==> src/rtl/mips_pkg.sv <==
`default_nettype none
// ============================================================================
// Module      : mips_pkg
// Description : Shared word width, NOP encoding and reset PC for the pipeline.
// Revision    : 1.0 - initial release
// ============================================================================
package mips_pkg;

    localparam int WORD_W = 32;

    typedef logic [WORD_W-1:0] word_t;

    localparam word_t NOP_INSTR        = 32'h0000_0000;
    localparam word_t DEFAULT_RESET_PC = 32'h0000_0000;

    typedef enum logic [1:0] {
        PC_SEL_SEQ      = 2'd0,
        PC_SEL_HOLD     = 2'd1,
        PC_SEL_REDIRECT = 2'd2
    } pc_sel_e;

    function automatic logic is_word_aligned(input word_t addr);
        return (addr[1:0] == 2'b00);
    endfunction

endpackage
`default_nettype wire

==> src/rtl/if_id_reg.sv <==
`default_nettype none
// ============================================================================
// Module      : if_id_reg
// Description : IF/ID pipeline register with hold and flush controls.
// Revision    : 1.0 - initial release
// ============================================================================
module if_id_reg
    import mips_pkg::*;
(
    input  logic  clk,
    input  logic  rst,
    input  logic  hold,
    input  logic  flush,
    input  word_t d_instr,
    input  word_t d_pc_plus4,
    output word_t q_instr,
    output word_t q_pc_plus4,
    output logic  q_valid
);

    word_t r_instr;
    word_t r_pc_plus4;
    logic  r_valid;

    // Flush outranks hold so a redirect during a stall still squashes the slot.
    always_ff @(posedge clk) begin
        if (rst || flush) begin
            r_instr    <= NOP_INSTR;
            r_pc_plus4 <= '0;
            r_valid    <= 1'b0;
        end else if (!hold) begin
            r_instr    <= d_instr;
            r_pc_plus4 <= d_pc_plus4;
            r_valid    <= 1'b1;
        end
    end

    assign q_instr    = r_instr;
    assign q_pc_plus4 = r_pc_plus4;
    assign q_valid    = r_valid;

endmodule
`default_nettype wire

==> src/rtl/fetch_stage.sv <==
`default_nettype none
// ============================================================================
// Module      : fetch_stage
// Description : PC register, next-PC selection and IF/ID register instance.
// Revision    : 1.0 - initial release
// ============================================================================
module fetch_stage
    import mips_pkg::*;
#(
    parameter logic [31:0] RESET_PC = DEFAULT_RESET_PC
)(
    input  logic        clk,
    input  logic        rst,
    input  logic        stall,
    input  logic        redirect,
    input  logic [31:0] redirect_pc,
    output logic [31:0] imem_addr,
    input  logic [31:0] imem_rdata,
    output logic [31:0] machinecode,
    output logic [31:0] pc_plus4,
    output logic        if_valid,
    output logic        misalign
);

    // Low bits are forced clear so the PC stays word aligned whatever is passed.
    localparam word_t c_RESET_PC_ALIGNED = {RESET_PC[31:2], 2'b00};

    word_t   r_pc;
    logic    r_misalign;
    word_t   w_pc_plus4;
    word_t   w_next_pc;
    logic    w_redirect_ok;
    logic    w_redirect_bad;
    pc_sel_e w_pc_sel;

    assign w_pc_plus4     = r_pc + 32'd4;
    assign w_redirect_ok  = redirect && is_word_aligned(redirect_pc);
    assign w_redirect_bad = redirect && !is_word_aligned(redirect_pc);

    always_comb begin
        w_pc_sel = PC_SEL_SEQ;
        if (w_redirect_ok) begin
            w_pc_sel = PC_SEL_REDIRECT;
        end else if (stall || w_redirect_bad) begin
            w_pc_sel = PC_SEL_HOLD;
        end
    end

    always_comb begin
        w_next_pc = w_pc_plus4;
        case (w_pc_sel)
            PC_SEL_REDIRECT: w_next_pc = redirect_pc;
            PC_SEL_HOLD:     w_next_pc = r_pc;
            default:         w_next_pc = w_pc_plus4;
        endcase
    end

    always_ff @(posedge clk) begin
        if (rst) begin
            r_pc       <= c_RESET_PC_ALIGNED;
            r_misalign <= 1'b0;
        end else begin
            r_pc       <= w_next_pc;
            r_misalign <= w_redirect_bad;
        end
    end

    if_id_reg u_if_id_reg (
        .clk        (clk),
        .rst        (rst),
        .hold       (stall && !redirect),
        .flush      (redirect),
        .d_instr    (imem_rdata),
        .d_pc_plus4 (w_pc_plus4),
        .q_instr    (machinecode),
        .q_pc_plus4 (pc_plus4),
        .q_valid    (if_valid)
    );

    assign imem_addr = r_pc;
    assign misalign  = r_misalign;

endmodule
`default_nettype wire

==> config.mk <==
export PLATFORM = sky130hd
export DESIGN_NAME = fetch_stage
export DESIGN_NICKNAME = d
export VERILOG_FILES = /design/src/rtl/mips_pkg.sv /design/src/rtl/if_id_reg.sv /design/src/rtl/fetch_stage.sv
export SDC_FILE = /design/constraint.sdc
export NUM_CORES = 1
export LEC_CHECK = 0
export BUFFER_PORTS_ARGS = -buffer_cell sky130_fd_sc_hd__buf_4
export CAP_MARGIN = 40
export CORE_MARGIN = 4
export CORE_UTILIZATION = 53
export DETAILED_ROUTE_END_ITERATION = 12
export PLACE_DENSITY_LB_ADDON = 0.08
export RECOVER_POWER = 100
export SLEW_MARGIN = 20
export SYNTH_ARGS = -nofsm -noshare
export SYNTH_HDL_FRONTEND = slang
export SYNTH_HIERARCHICAL = 1
export SYNTH_SLANG_ARGS = --single-unit
==> constraint.sdc <==
create_clock -name clk -period 3.2 [get_ports clk]
set_input_delay 0.64 -clock clk [delete_from_list [all_inputs] [get_ports clk]]
set_output_delay 0.64 -clock clk [all_outputs]
set_load 0.05 [all_outputs]
After elaboration in Yosys (flattened, before gate mapping):

Index checks and enable logic that the tools add are counted.

* add/sub/neg operators: 1
* $mul: 0
* divide/modulo/power cells: 0
* $lt $le $gt $ge: 0
* eq/ne operators: 2
* shift operators: 0
* multiplexer cells: 3
* bitwise logic cells: 0
* reduce and logical (&&, ||, !) cells: 8

Operators with widths (count)
* $pmux W32 S2: 1
* $add A32 B3 Y32 const B: 1
* $logic_and A1 B1 Y1: 3
* $eq A2 B1 Y1 const B: 1
* $eq A2 B2 Y1 const B: 1
* $logic_not A1 Y1: 2
* $logic_not A2 Y1: 1
* $logic_or A1 B1 Y1: 2
* $mux W2: 1
* $mux W1: 1

* register bits: 98
* bits in latches: 0
* memory bits (writable): 0
* bits in read-only memories: 0
* output and inout bits: 98
* memories kept: 0

Depth between registers and ports, before layout:

* depth after elaboration: 8
* depth in mapped cells: 8
* depth with buffers taken out: 8

Modules after synthesis:

The synthesis kept the hierarchy.

By module, submodules not included
* if_id_reg: times used 1, cells each 210, area each 2306.0 µm², seq. area each 1301.2 µm²
* fetch_stage: times used 1, cells each 285, area each 2227.1 µm², seq. area each 660.6 µm²

Least setup slack after synthesis:

OpenSTA, ideal clock, no wires.

* kind: flip-flop to flip-flop
* start: register r_pc[2], in the netlist imem_addr[2]
* end: register r_pc[30], in the netlist imem_addr[30]
* library setup time: 0.091 ns
* arrival time: 2.482 ns
* data required time: 3.109 ns
* slack: 0.627 ns
* stages on the path, launching flop included: 7
* cell sequence: dfxtp_1 ha_1 nand3_4 nor4_4 nand3_4 or4_1 a311oi_1

* word-level cells in the longest chain between the ends: 2

Ends and longest elaborated chain
* from (decl): line fetch_stage.sv:28 `word_t r_pc;`
* from (signal assigned): line fetch_stage.sv:60 `r_pc <= c_RESET_PC_ALIGNED;`
* from (signal assigned): line fetch_stage.sv:63 `r_pc <= w_next_pc;`
* $add A32 B3 Y32: line fetch_stage.sv:36 `assign w_pc_plus4 = r_pc + 32'd4;`
* $pmux W32 S2: line fetch_stage.sv:51 `case (w_pc_sel)`

No other way between the ends.
A chain may end at the register's enable or synchronous reset.

Worst setup path in the final report:

* start: input redirect
* end: register r_pc[18], in the netlist imem_addr[18]

* word-level cells in the longest chain between the ends: 6

Ends and longest elaborated chain
* from (decl): line fetch_stage.sv:15 `input logic redirect,`
* $logic_and A1 B1 Y1: line fetch_stage.sv:38 `assign w_redirect_bad = redirect && !is_word_aligned(redirect_pc);`
* $logic_or A1 B1 Y1: line fetch_stage.sv:44 `end else if (stall || w_redirect_bad) begin`
* $mux W1: line fetch_stage.sv:44
* $mux W2 (*): line fetch_stage.sv:42 `if (w_redirect_ok) begin`
* $eq A2 B1 Y1 or $eq A2 B2 Y1 (tied branches): line fetch_stage.sv:51
* $pmux W32 S2: line fetch_stage.sv:51

Every way passes the cells marked *; elsewhere a longest branch is shown, timed or not.

==> results by group <==
Drt
  • Routed WL: 12200 um
  • Post-route ant nets: 0
  • First-pass detailed-route iteration total: 4
  • DR vias: slightly above 4000
  • Vias per cell: 5.36
  • Avg WL per Cell: between 15 and 20 um
  • DRC: 0
  • Starting DRT DRC Count: 232

Clock tree
  • Max H-tree Level: 3
  • CTS Root Cell: clkbuf_8
  • CTS clk-pin slew, worst paths: around 0.090 ns
  • Clock sinks: 98
  • CTS Buf Count: 9
  • CTS Hold Bufs: 0
  • Clock Latency Late Sink: between 0.3 and 0.4 ns
  • Setup Buffers After CTS: 0
  • Post-CTS Resized: 0
  • CTS Buffer Depth: 2
  • TritonCTS clock tree: built

Outcome
  • Failing checks: capacitance limit, slew limit
  • Status: finished with violations

Timing
  • RSZ-0062 raised after global routing: false
  • Max-slew headroom: -37.5%
  • Worst Tran Pin Value: 2.06 ns
  • Final setup viols: 0
  • Worst setup margin: 0.531 ns
  • Fmax: 375 MHz
  • Fin. max-slew vios: 35
  • Period utilization: 83.4%
  • Final Hold Fails: 0
  • Minimum clock period: 2.67 ns
  • Worst Skew: 0.00891 ns
  • Setup TNS: 0 ns

Worst hold path
  • HP Class: reg2reg
  • Hold Crit Depth: 2

Setup path
  • CP most frequent cell: clkbuf_1
  • Max incr delay on CP: between 1 and 1.5 ns
  • Crit path kind: in2reg
  • Crit-path cells: clkbuf_1, nand2_1, clkbuf_1, o211ai_1, a31oi_1
  • WP data required: 3.48 ns
  • FF-to-FF path depth: 7
  • Crit path launch type: primary input
  • Crit end category: register
  • Worst path arrival time: 2.95 ns
  • CP max FO: 35
  • Slowest-stage cell, CP: clkbuf_1

Placed design
  • Port bufs: between 150 and 200
  • Pre-CTS setup slack: ~0.70 ns
  • GP Congestion: 0.862
  • Post-DP HPWL: 9120 um

Power and ir drop
  • IR drop worst, VDD: 0.309 mV
  • PwrDens: 474 nW/um2
  • Pleak: 2.10 nW

Global route
  • Met3 GRT Util: 3.60%
  • Total gr overflow: 0
  • First-pass GRT wire length: around 19000 um
  • Met1 usage: 31.1%
  • Initial antenna violation count: 0
  • Number of global-route vias before repair: about 3900
  • GRT Util Overall: 23.8%
  • GRT met2 Usage: 40.7%
  • GRT busiest layer: met2
  • Largest net degree at the start of global routing: 58

Die
  • Full die area: 10100 um2
  • DIE HEIGHT: 100 um
  • CORE AREA: roughly 8300 um2
  • Chip Width: around 100 um
  • IO Count: 166
  • Rows: 33
  • Initial core utilization: 54.9%

Layout
  • Synthesis-to-finish area growth: 23.8%
  • Diode count: 0
  • Commonest non-fill, non-tap cell in the layout: nor2_1
  • Fraction of layout cells with a size suffix above 1: 14.1%
  • Total Nets Final: 711
  • Commonest cells after routing, fill and taps aside: 107 x nor2_1, 100 x clkbuf_1, 98 x dfxtp_1

Yosys
  • #FFs+latches synth: 98
  • Yosys warns: 6
  • Net Count, Synth: 564
  • Mapped Area: around 4500 um2
  • Sequential area share after synthesis: 43.3%
  • Syn Inst Count: ~500
  • Mean Syn Cell Area: just over 9 um2
  • Post-synthesis cell type count: about 40

Run
  • Max-Cap Viols: 1
synth_stat cells:
cell type / n / area [um2]
nor3_1: 5 / 25.0
o211ai_1: 2 / 15.0
o21ai_0: 1 / 5.00
a2bb2oi_1: 1 / 8.76
a31oi_1: 1 / 6.26
or4_1: 2 / 15.0
nor2_1: 107 / 402
a211oi_1: 23 / 173
nor4bb_1: 1 / 10.0
nand2b_1: 1 / 6.26
xnor2_1: 26 / 228
nor2b_1: 1 / 6.26
and4_1: 2 / 17.5
nand3b_1: 1 / 7.51
clkbuf_2: 2 / 10.0
buf_4: 4 / 30.0
nor3b_1: 1 / 7.51
o31ai_1: 2 / 15.0
nor4_2: 1 / 12.5
nor4_4: 1 / 21.3
nand2_1: 25 / 93.8
nand3_4: 2 / 35.0
clkbuf_1: 15 / 56.3
and2_1: 6 / 37.5
or3_1: 3 / 18.8
nand4_1: 11 / 68.8
mux2i_1: 64 / 641
and3_1: 2 / 12.5
inv_1: 5 / 18.8
buf_2: 8 / 40.0
nor4_1: 8 / 50.1
nand3_1: 22 / 110
a21oi_1: 2 / 10.0
or2_2: 1 / 6.26
a311oi_1: 4 / 35.0
nand4bb_1: 1 / 11.3
xor2_1: 25 / 219
dfxtp_1: 98 / 1960
or2_1: 1 / 6.26
buf_6: 6 / 67.6
ha_1: 1 / 12.5
cell families (layout without fill, tap and decap cells):
kind of cell	Yosys count	in the layout	share of synthesized area (%)
adders and majority gates	1	1	0.276
xor gates and xnor gates	51	51	9.85
muxes	64	64	14.1
buffers and inverters	40	192	4.91
and+or+nand+nor	205	205	21.6
AOI/OAI and AO/OA	36	36	5.91
DFF	98	98	43.3
report_power, final:
part	leakage, nW	internal [mW]	switching [mW]	total (mW)
combinational	1.18	0.146	0.288	0.433
clock	0.120	0.488	0.424	0.912
sequential	0.799	1.26	0.0520	1.32
routing by layer:
metal | vias up | routed length (um)
met4 | 0 | 101
met1 | 1887 | 5280
li1 | 1988 | -
met3 | 9 | 824
met5 | - | 0
met2 | 147 | 5970
area by class of cell:
| type | count | area (um2) |
|---|---|---|
| fill | 780 | 2640 |
| inverter | 5 | 18.8 |
| multi-input combinational | 357 | 2340 |
| clock buffer | 11 | 151 |
| clock inverter | 5 | 82.6 |
| tap | 105 | 131 |
| sequential | 98 | 1960 |
| timing repair buffer | 171 | 931 |
metrics by stage:
step	std cells	hold slack [ns]	util, %	area, um2	power (mW)
floorplan	495	0.453	-	4530	1.65
global placement	734	0.437	69.8	5760	1.81
detailed placement	735	0.457	70.1	5790	1.82
CTS	751	0.473	73.0	6030	2.72
global route	752	0.492	68.0	5610	2.76
finish	752	0.463	68.0	5610	2.66
flip-flops by register name, summed over array words and instances, names as in the netlist:
name                    flops
imem_addr                  32
u_if_id_reg/q_instr        32
u_if_id_reg/q_valid         1
u_if_id_reg/q_pc_plus4     32
misalign                    1
worst paths after layout:
| path | start | to | slack [ns] |
|---|---|---|---|
| worst max-delay path | redirect | imem_addr[18] | 0.53 |
| worst min-delay path | u_if_id_reg/q_valid | u_if_id_reg/q_valid | 0.46 |
| worst max register to register | imem_addr[2] | u_if_id_reg/q_pc_plus4[22] | 0.62 |
| worst min register to register | u_if_id_reg/q_valid | u_if_id_reg/q_valid | 0.46 |
worst max-delay path, delay by kind of cell:
kind	cells	cell delay (ns)
buffers and inverters	2	1.27
AND/OR/NAND/NOR	1	0.59
AO/OA/AOI/OAI	2	0.44
Power figures use the tool's default switching activity.
